--- src/rtl/seg7_pkg.sv ---
// Shared 7-segment constants and scan-decoder types.
// Pattern bits are active-high with segment A at bit 6.
package seg7_pkg;

  localparam int SEG_A_BIT = 6;

  localparam logic [6:0] SEG_0 = 7'h7E;
  localparam logic [6:0] SEG_1 = 7'h30;
  localparam logic [6:0] SEG_2 = 7'h6D;
  localparam logic [6:0] SEG_3 = 7'h79;
  localparam logic [6:0] SEG_4 = 7'h33;
  localparam logic [6:0] SEG_5 = 7'h5B;
  localparam logic [6:0] SEG_6 = 7'h5F;
  localparam logic [6:0] SEG_7 = 7'h70;
  localparam logic [6:0] SEG_8 = 7'h7F;
  localparam logic [6:0] SEG_9 = 7'h7B;

  typedef enum logic [1:0] {
    IDLE,
    TRACK,
    HELD
  } scan_state_e;

  typedef struct packed {
    logic [3:0] an;
    logic [6:0] pat;
  } scan_smp_t;

  function automatic logic [2:0] low_count(
    input logic [3:0] an
  );
    logic [2:0] n;
    n = 3'd0;
    for (int i = 0; i < 4; i++) begin
      n = n + {2'b00, ~an[i]};
    end
    return n;
  endfunction

  function automatic logic [6:0] pack_pattern(
    input logic a,
    input logic b,
    input logic c,
    input logic d,
    input logic e,
    input logic f,
    input logic g
  );
    logic [6:0] p;
    p = '0;
    p[SEG_A_BIT]     = a;
    p[SEG_A_BIT - 1] = b;
    p[SEG_A_BIT - 2] = c;
    p[SEG_A_BIT - 3] = d;
    p[SEG_A_BIT - 4] = e;
    p[SEG_A_BIT - 5] = f;
    p[SEG_A_BIT - 6] = g;
    return p;
  endfunction

endpackage

--- src/rtl/seg7_pattern_decode.sv ---
// Maps an active-high 7-segment pattern to its decimal value.
// Anything outside the ten numerals is flagged illegal.
module seg7_pattern_decode
  import seg7_pkg::*;
(
  input  logic [6:0] pat,
  output logic [3:0] val,
  output logic       illegal
);

  always_comb begin
    val     = 4'd0;
    illegal = 1'b0;
    unique case (1'b1)
      (pat == SEG_0): val = 4'd0;
      (pat == SEG_1): val = 4'd1;
      (pat == SEG_2): val = 4'd2;
      (pat == SEG_3): val = 4'd3;
      (pat == SEG_4): val = 4'd4;
      (pat == SEG_5): val = 4'd5;
      (pat == SEG_6): val = 4'd6;
      (pat == SEG_7): val = 4'd7;
      (pat == SEG_8): val = 4'd8;
      (pat == SEG_9): val = 4'd9;
      default:        illegal = 1'b1;
    endcase
  end

endmodule

--- src/rtl/seg7_scan_decoder.sv ---
// Reconstructs digits from multiplexed 7-segment anode/segment lines.
// Per-digit valid/error status, mux-conflict and frame-complete pulses.
module seg7_scan_decoder
  import seg7_pkg::*;
#(
  parameter int NUM_DIGITS    = 2,
  parameter int STABLE_CYCLES = 4,
  parameter int TIMEOUT       = 4096
) (
  input  logic                    clck,
  input  logic                    rst_n,
  input  logic [3:0]              anode,
  input  logic                    seg_a,
  input  logic                    seg_b,
  input  logic                    seg_c,
  input  logic                    seg_d,
  input  logic                    seg_e,
  input  logic                    seg_f,
  input  logic                    seg_g,
  output logic [4*NUM_DIGITS-1:0] digit,
  output logic [NUM_DIGITS-1:0]   digit_valid,
  output logic [NUM_DIGITS-1:0]   seg_err,
  output logic                    mux_err,
  output logic                    frame_update
);

  localparam int CW = $clog2(STABLE_CYCLES + 1);
  localparam int TW = $clog2(TIMEOUT + 1);

  localparam logic [CW-1:0] CNT_MAX = CW'(STABLE_CYCLES);
  localparam logic [CW-1:0] CNT_ONE = CW'(1);
  localparam logic [TW-1:0] TO_MAX  = TW'(TIMEOUT);
  localparam logic [TW-1:0] TO_ONE  = TW'(1);
  localparam logic [3:0]    AN_USE  = 4'((1 << NUM_DIGITS) - 1);

  scan_smp_t   in_d, in_q;
  logic [CW-1:0] cnt_d, cnt_q;
  scan_state_e st_d, st_q;

  logic [4*NUM_DIGITS-1:0] digit_d, digit_q;
  logic [NUM_DIGITS-1:0]   valid_d, valid_q;
  logic [NUM_DIGITS-1:0]   err_d, err_q;
  logic [NUM_DIGITS-1:0]   pend_d, pend_q;
  logic [NUM_DIGITS-1:0]   set_bits;
  logic [NUM_DIGITS-1:0][TW-1:0] to_d, to_q;

  logic       mux_d, mux_q;
  logic       fu_d, fu_q;
  logic       single, commit;
  logic [1:0] sel;
  logic [3:0] dec_val;
  logic       dec_bad;

  seg7_pattern_decode u_dec (
    .pat     (in_q.pat),
    .val     (dec_val),
    .illegal (dec_bad)
  );

  // Unused anode bits are forced high so they never look selected.
  always_comb begin
    in_d.an  = anode | ~AN_USE;
    in_d.pat = pack_pattern(~seg_a, ~seg_b, ~seg_c,
                            ~seg_d, ~seg_e, ~seg_f,
                            ~seg_g);
    mux_d    = low_count(in_d.an) >= 3'd2;
    if (in_d != in_q) begin
      cnt_d = CNT_ONE;
    end else if (cnt_q == CNT_MAX) begin
      cnt_d = cnt_q;
    end else begin
      cnt_d = cnt_q + CNT_ONE;
    end
  end

  always_comb begin
    single = low_count(in_q.an) == 3'd1;
    sel    = 2'd0;
    for (int i = 0; i < NUM_DIGITS; i++) begin
      if (!in_q.an[i]) sel = 2'(i);
    end
  end

  always_comb begin
    st_d   = st_q;
    commit = 1'b0;
    unique case (st_q)
      IDLE: begin
        if (single) st_d = TRACK;
      end
      TRACK: begin
        if (!single) begin
          st_d = IDLE;
        end else if (cnt_q == CNT_MAX) begin
          commit = 1'b1;
          st_d   = HELD;
        end
      end
      HELD: begin
        if (!single) begin
          st_d = IDLE;
        end else if (cnt_q != CNT_MAX) begin
          st_d = TRACK;
        end
      end
      default: st_d = IDLE;
    endcase
  end

  // Illegal commits flag the error but keep the old value and age.
  always_comb begin
    digit_d  = digit_q;
    valid_d  = valid_q;
    err_d    = err_q;
    set_bits = '0;
    to_d     = to_q;
    for (int i = 0; i < NUM_DIGITS; i++) begin
      if (commit && (sel == 2'(i))) begin
        if (dec_bad) begin
          err_d[i] = 1'b1;
        end else begin
          digit_d[4*i +: 4] = dec_val;
          err_d[i]          = 1'b0;
          set_bits[i]       = 1'b1;
        end
      end
      if (set_bits[i]) begin
        to_d[i]    = '0;
        valid_d[i] = 1'b1;
      end else begin
        if (to_q[i] != TO_MAX) to_d[i] = to_q[i] + TO_ONE;
        if (to_d[i] == TO_MAX) valid_d[i] = 1'b0;
      end
    end
  end

  // A full mask pulses next cycle; a commit landing then starts the new mask.
  always_comb begin
    fu_d   = &pend_q;
    pend_d = (fu_d ? '0 : pend_q) | set_bits;
  end

  always_ff @(posedge clck or negedge rst_n) begin
    if (!rst_n) begin
      in_q    <= '{an: 4'hF, pat: 7'h00};
      cnt_q   <= '0;
      st_q    <= IDLE;
      digit_q <= '0;
      valid_q <= '0;
      err_q   <= '0;
      pend_q  <= '0;
      to_q    <= '0;
      mux_q   <= 1'b0;
      fu_q    <= 1'b0;
    end else begin
      in_q    <= in_d;
      cnt_q   <= cnt_d;
      st_q    <= st_d;
      digit_q <= digit_d;
      valid_q <= valid_d;
      err_q   <= err_d;
      pend_q  <= pend_d;
      to_q    <= to_d;
      mux_q   <= mux_d;
      fu_q    <= fu_d;
    end
  end

  assign digit        = digit_q;
  assign digit_valid  = valid_q;
  assign seg_err      = err_q;
  assign mux_err      = mux_q;
  assign frame_update = fu_q;

endmodule

--- config.mk ---
export PLATFORM = sky130hd
export DESIGN_NAME = seg7_scan_decoder
export DESIGN_NICKNAME = d
export VERILOG_FILES = /design/src/rtl/seg7_pkg.sv /design/src/rtl/seg7_pattern_decode.sv /design/src/rtl/seg7_scan_decoder.sv
export SDC_FILE = /design/constraint.sdc
export NUM_CORES = 1
export LEC_CHECK = 0
export BUFFER_PORTS_ARGS = -buffer_cell sky130_fd_sc_hd__buf_4
export CAP_MARGIN = 30
export CORE_MARGIN = 2
export CORE_UTILIZATION = 30
export CTS_BUF_LIST = sky130_fd_sc_hd__clkbuf_4 sky130_fd_sc_hd__clkbuf_8
export CTS_CLUSTER_DIAMETER = 80
export DETAILED_ROUTE_END_ITERATION = 10
export PLACE_DENSITY_LB_ADDON = 0.25
export SETUP_SLACK_MARGIN = 0.5
export SLEW_MARGIN = 20
export SYNTH_ARGS = -nofsm -noshare
export SYNTH_HDL_FRONTEND = slang
export SYNTH_SLANG_ARGS = --single-unit
export TNS_END_PERCENT = 10
--- constraint.sdc ---
create_clock -name clck -period 2.4 [get_ports clck]
set_input_delay 0.24 -clock clck [delete_from_list [all_inputs] [get_ports clck]]
set_output_delay 0.24 -clock clck [all_outputs]
set_load 0.01 [all_outputs]
# After elaboration in Yosys (flattened, before gate mapping)
# Cells that the tools add are included.
# word_totals
reg_bits	56
output_inout_bits	14
wordCells	97
# classes
addsub	5
order_cmp	1
n_eq_ne	25
mux	28
bitwise_logic	12
reduce_logical	11
# ops
op	n
2-to-1 mux 13 bit	6
== test 7 bit (second input constant)	8
case mux 4 bit (9 select lines)	1
adder 13 x 1 -> 13 bit (second input constant)	2
== test 13 bit (second input constant)	2
inequality test 13 bit (second input constant)	2
== test 7 x 6 -> 1 bit (second input constant)	2
2-to-1 mux 1 bit	12
2-to-1 mux 2 bit	6
inverter 1 bit	11
OR reduction 10 bit	1
inequality test 3 bit (second input constant)	3
inequality test 9 bit	1
== test 2 x 1 -> 1 bit (second input constant)	3
2-to-1 mux 3 bit	2
case mux 2 bit (3 select lines)	1
AND reduction 2 bit	3
adder 1 x 1 -> 2 bit	2
logical NOT 2 bit	2
inequality test 2 bit (second input constant)	2
nonzero test 2 bit	2
adder 3 x 1 -> 3 bit (second input constant)	1
== test 3 bit (second input constant)	1
AND reduction 3 bit	1
4 further kinds	5

# Longest topological paths before layout
# depth
depth_word	11
depth_mapped	8
mapped_depth_nobuf	8

# Cells and area by module
# A second synthesis with hierarchy kept.
# hier_totals
cells_unflattened	306
area_unflattened_um2	3062.9
# by_module_without_submodules
module	n_inst	cells_per_inst	area_each_um2	seq_area_each_um2
seg7_scan_decoder	1	281	2882.8	1403.8
seg7_pattern_decode	1	25	180.2	0.0

# Least setup slack after synthesis
# Ideal clock, no wire load.
# synth_timing
path_kind	register to register
start	register to_q[0] (netlist bit)
end	register valid_q[0] (netlist: digit_valid[0])
arrival_time_ns	1.887
required_ns	2.260
path_slack_ns	0.373
stages_incl_launch_ff	9
path_buffers	1
synth_period_minus_slack_ns	2.027
cell_sequence	dfrtp_1 > ha_1 > and4_1 > clkbuf_1 > nand4_1 > xor2_1 > o21ai_0 > o41ai_1 > o21ai_0
# synth_between
elab_chain_cells	5
word_cells_on_any_way	6
cone_classes	1 x add/sub; 2 x eq/ne; 2 x mux; 1 x reduce/logical
# synth_lines
element	line_no	rtl
start, declared	seg7_scan_decoder.sv:45	logic [NUM_DIGITS-1:0][TW-1:0] to_d, to_q;
start signal, assigned	seg7_scan_decoder.sv:163	to_q <= to_d;
adder 13 x 1 -> 13 bit / inequality test 13 bit (equally long branches)	seg7_scan_decoder.sv:131	if (to_q[i] != TO_MAX) to_d[i] = to_q[i] + TO_ONE;
2-to-1 mux 13 bit (*)	seg7_scan_decoder.sv:131	
2-to-1 mux 13 bit (*)	seg7_scan_decoder.sv:127	if (set_bits[i]) begin
== test 13 bit (*)	seg7_scan_decoder.sv:132	if (to_d[i] == TO_MAX) valid_d[i] = 1'b0;
nonzero test 2 bit (no source line) (*)	-	
end signal, assigned	seg7_scan_decoder.sv:160	valid_q <= valid_d;
end, declared	seg7_scan_decoder.sv:41	logic [NUM_DIGITS-1:0] valid_d, valid_q;
# Every way passes the cells marked *; elsewhere a longest branch is shown, timed or not. The select of a mux whose other input is x is not followed.
# A chain may end at the register's enable or synchronous reset.

# Final worst setup path
# layout_timing
start	register to_q[14] (netlist bit)
end	register valid_q[1] (netlist: digit_valid[1])
# Same word-level chain as after synthesis.

==> summary.txt <==
Status
  • Status: finished with violations
  • Failing checks: hold timing

STA
  • Fin. max-slew vios: 0
  • RSZ-0062 raised after global routing: yes
  • Final setup margin: approximately 0.42 ns
  • Worst slew margin: 51.70%
  • Setup violators final: 0
  • Final hold viol count: 15
  • Max Freq: a little over 500 MHz
  • Crit share post-route: a little over 80%
  • Final clock skew: 0.005395 ns
  • Setup TNS: 0 ns
  • Slew @ Worst Pin: 0.7244 ns
  • Min Tclk post-route: 1.977 ns
  • WHS: -0.02766 ns

Pwr
  • P_sw: 0.0003679 W
  • Leakage: about 1.7 nW
  • Sequential Power Share: 59.9%
  • VDD IR max: 227.3 µV
  • P_int: approximately 0.0013 W
  • Pwr dens: 433.2 mW/mm²
  • Sw Share: 22.64%
  • Clk network pwr share: around 35%
  • Comb pwr share: 5.7%

Placement
  • DP Worst Slack: 0.1321 ns
  • Port Buffers: 24
  • Final HPWL from detailed placement: 4.317 mm
  • Gpl congestion: 0.7849

Worst hold path
  • Worst Hold Class: primary input to async pin

Synth
  • EDFF count, synth: 0
  • Largest cells by area after synthesis: dfrtp_1, xor2_1, nor2_1
  • Post-synth top area share: 44.59%
  • Ys flop type: dfrtp_1
  • YS warnings: 0
  • Area leader, netlist: dfrtp_1
  • Synth Cell Area: 0.003030 mm²
  • Syn Nets: approximately 330
  • Seq/Total Area, Yosys: 46.33%
  • Post-synthesis cell count: 315
  • #FFs+latches synth: between 50 and 60
  • Synth unique cells: 48
  • Post-synth ARST share: 100.0%
  • Mapped Avg Cell Area: 9.620 µm²

Die
  • Die Y: 104.5 µm
  • Core Area: slightly below 0.01 mm²
  • Die ar.: 0.01092 mm²
  • Die width: 104.5 µm
  • # IOs: 27
  • Rows: 36
  • Initial cell density of the core: a little over 30%

Clock tree
  • Clock root buffer: clkbuf_8
  • Longest Clk Path Bufs: 2
  • Clock latency on the worst-skew pair: around 0.30 ns
  • Clock slew at reported path FFs: 0.10 ns
  • Hold-fix buffers at CTS: 0
  • TritonCTS clock tree: done
  • Cts bufs inserted: 5
  • Clk sinks: 56
  • H-tree depth: 2

Route
  • DR pass1 iterations: 4
  • Routed Antenna Nets: 0
  • DRC: 0
  • Drt initial violations: 89
  • Avg WL per Cell: 13.06 µm
  • Vias per inst: roughly 4.8
  • Final WL: ~6.4 mm
  • DR vias: ~2300

Global route
  • Pin count of the biggest net entering global routing: between 50 and 60
  • Vias in the first global route: approximately 2400
  • Global Route Usage Sum: about an eighth
  • Met2 Track Usage GR: 20.59%
  • Met1 global-route usage: 16.29%
  • Grt peak-use layer: met2
  • Number of antenna violations at the first check in global routing: 0
  • GRT met3 Usage: 2.444%
  • GRT overflow: 0
  • First-pass GRT wire length: 11.27 mm

Setup path
  • CP Launch Point: to_q[14]$_DFF_PN0_
  • Crit-path slowest cell: dfrtp_2
  • Worst r2r dst: digit_valid[1]$_DFFE_PN0P_
  • Worst path max stage delay: 0.47 ns
  • Max FO, Critical Path: 5
  • R2R setup slack: ~0.42 ns
  • CP Capture Type: flip-flop
  • Worst EP required: 2.60 ns
  • CP cell instances: inv_2, ha_4, nor4b_4, nand4b_1, mux2i_2, nor3b_2, nand4_1, a211o_1
  • Crit path DAT: 2.18 ns
  • Worst-case reg-to-reg path depth: 8
  • RR Startpoint: to_q[14]$_DFF_PN0_
  • Crit Path Class: flip-flop to flip-flop
  • Type of origin of the critical path: flip-flop

Cells and area
  • NumNets Final: 377
  • Fill cells: 976
  • Sequential cell area: 0.001415 mm²
  • Antenna diode count: 0
  • Most common cell after layout, fill and taps aside: buf_4
  • Commonest non-fill, non-tap cells in the layout: buf_4, dfrtp_1, nor2_1
  • Share of layout cells above drive strength 1: 26.74%
  • Area delta synth->final: 23.82%
  • Multi-input gate area: between 0.0015 and 0.002 mm²

Run
  • Max cap viols: 0
-- logic make-up (layout without fill, tap and decap cells) --
kind of cell    Yosys count  in the layout  synth area share, %
flops                    56             56                46.33
mux                       9              9                3.262
fa+ha+maj                 6              6                2.477
simple gates            132            132                22.50
buf+inv                  33             77                4.294
xor+xnor                 40             40                11.56
compound gates           39             39                9.579
-- synthesized netlist by cell type, types with 3 or more instances --
master	number
a31oi_1	3
a21oi_1	7
nor2b_1	3
o22ai_1	3
nand2_1	18
nand3_1	15
ha_1	6
xor2_1	24
nor4_1	3
nor2_1	44
and2_1	4
mux2_1	3
nor4b_1	3
mux2_2	4
inv_1	19
nor3b_1	6
buf_2	5
dfrtp_1	54
nand3b_1	3
clkbuf_1	9
nor3_1	11
xnor2_1	16
o21ai_0	5
nand4_1	7
a41o_1	3
nand2b_1	4
and4_1	4
-- registers in the layout (all words and copies together) (netlist names) --
signal,flops
in_q,9
to_q,26
mux_err,1
frame_update,1
digit_valid,2
seg_err,2
digit,8
pend_q,2
cnt_q,3
st_q,2
-- worst max path at each step --
stage / to / slack [ns] / cells after the start
2_1_floorplan: digit_valid[0]$_DFFE_PN0P_ / 0.46 / 8
3_3_place_gp: digit[6]$_DFFE_PN0P_ / 0.20 / 6
3_5_place_dp: digit[6]$_DFFE_PN0P_ / 0.13 / 6
4_1_cts: digit_valid[1]$_DFFE_PN0P_ / 0.47 / 7
5_1_grt: digit_valid[1]$_DFFE_PN0P_ / 0.31 / 8
6_report: digit_valid[1]$_DFFE_PN0P_ / 0.42 / 8
-- routing by layer --
layer | vias to the layer above | wire length, µm
met5 | - | 0
li1 | 1171 | -
met1 | 1135 | 3107
met4 | 0 | 77
met2 | 28 | 3103
met3 | 6 | 137
-- power groups by stage --
stage	sequential, W	clock (W)	combinational (W)
global placement	0.000993	0	0.0000846
global route	0.000976	0.000632	0.000106
floorplan	0.000979	0	0.0000543
detailed placement	0.000993	0	0.0000869
CTS	0.000973	0.000586	0.0000954
finish	0.000973	0.000560	0.0000923
-- through the flow --
step,std cells,instance area [µm²],total power [W],util (%),hold WS [ns]
3_5_place_dp,465,3391,0.001080,34.69,0.3572
6_report,492,3752,0.001625,38.39,-0.02766
5_1_grt,492,3752,0.001714,38.39,0.02877
4_1_cts,490,3706,0.001654,37.92,0.01388
2_1_floorplan,315,3053,0.001033,-,-0.05559
3_3_place_gp,465,3391,0.001077,34.69,0.3541
-- critical path: cells and delay by family (launching register included) --
| family | cells | cell delay, ns |
|---|---|---|
| AND/OR/NAND/NOR | 4 | 0.72 |
| flip-flops | 1 | 0.47 |
| AO/OA/AOI/OAI | 1 | 0.27 |
| multiplexers | 1 | 0.21 |
| adder cells (fa/ha/maj) | 1 | 0.12 |
| buffers and inverters | 1 | 0.10 |
-- what timing repair did --
action                                  CTS  global route
buffers inserted                         17             2
endpoints found under the hold margin     0             0
pin swaps                                12             6
endpoints found under the setup margin   32            23
gates resized for setup                  29             8
-- cell type report --
class                   count  share of cell area (%)
clock buffers               8                   2.601
inverters                  19                   1.967
multi-input cells         226                   43.08
flip-flops and latches     56                   37.71
well taps                 133                   4.435
repair buffers             50                   10.20
Note: power is estimated with default switching activity, not from simulation.
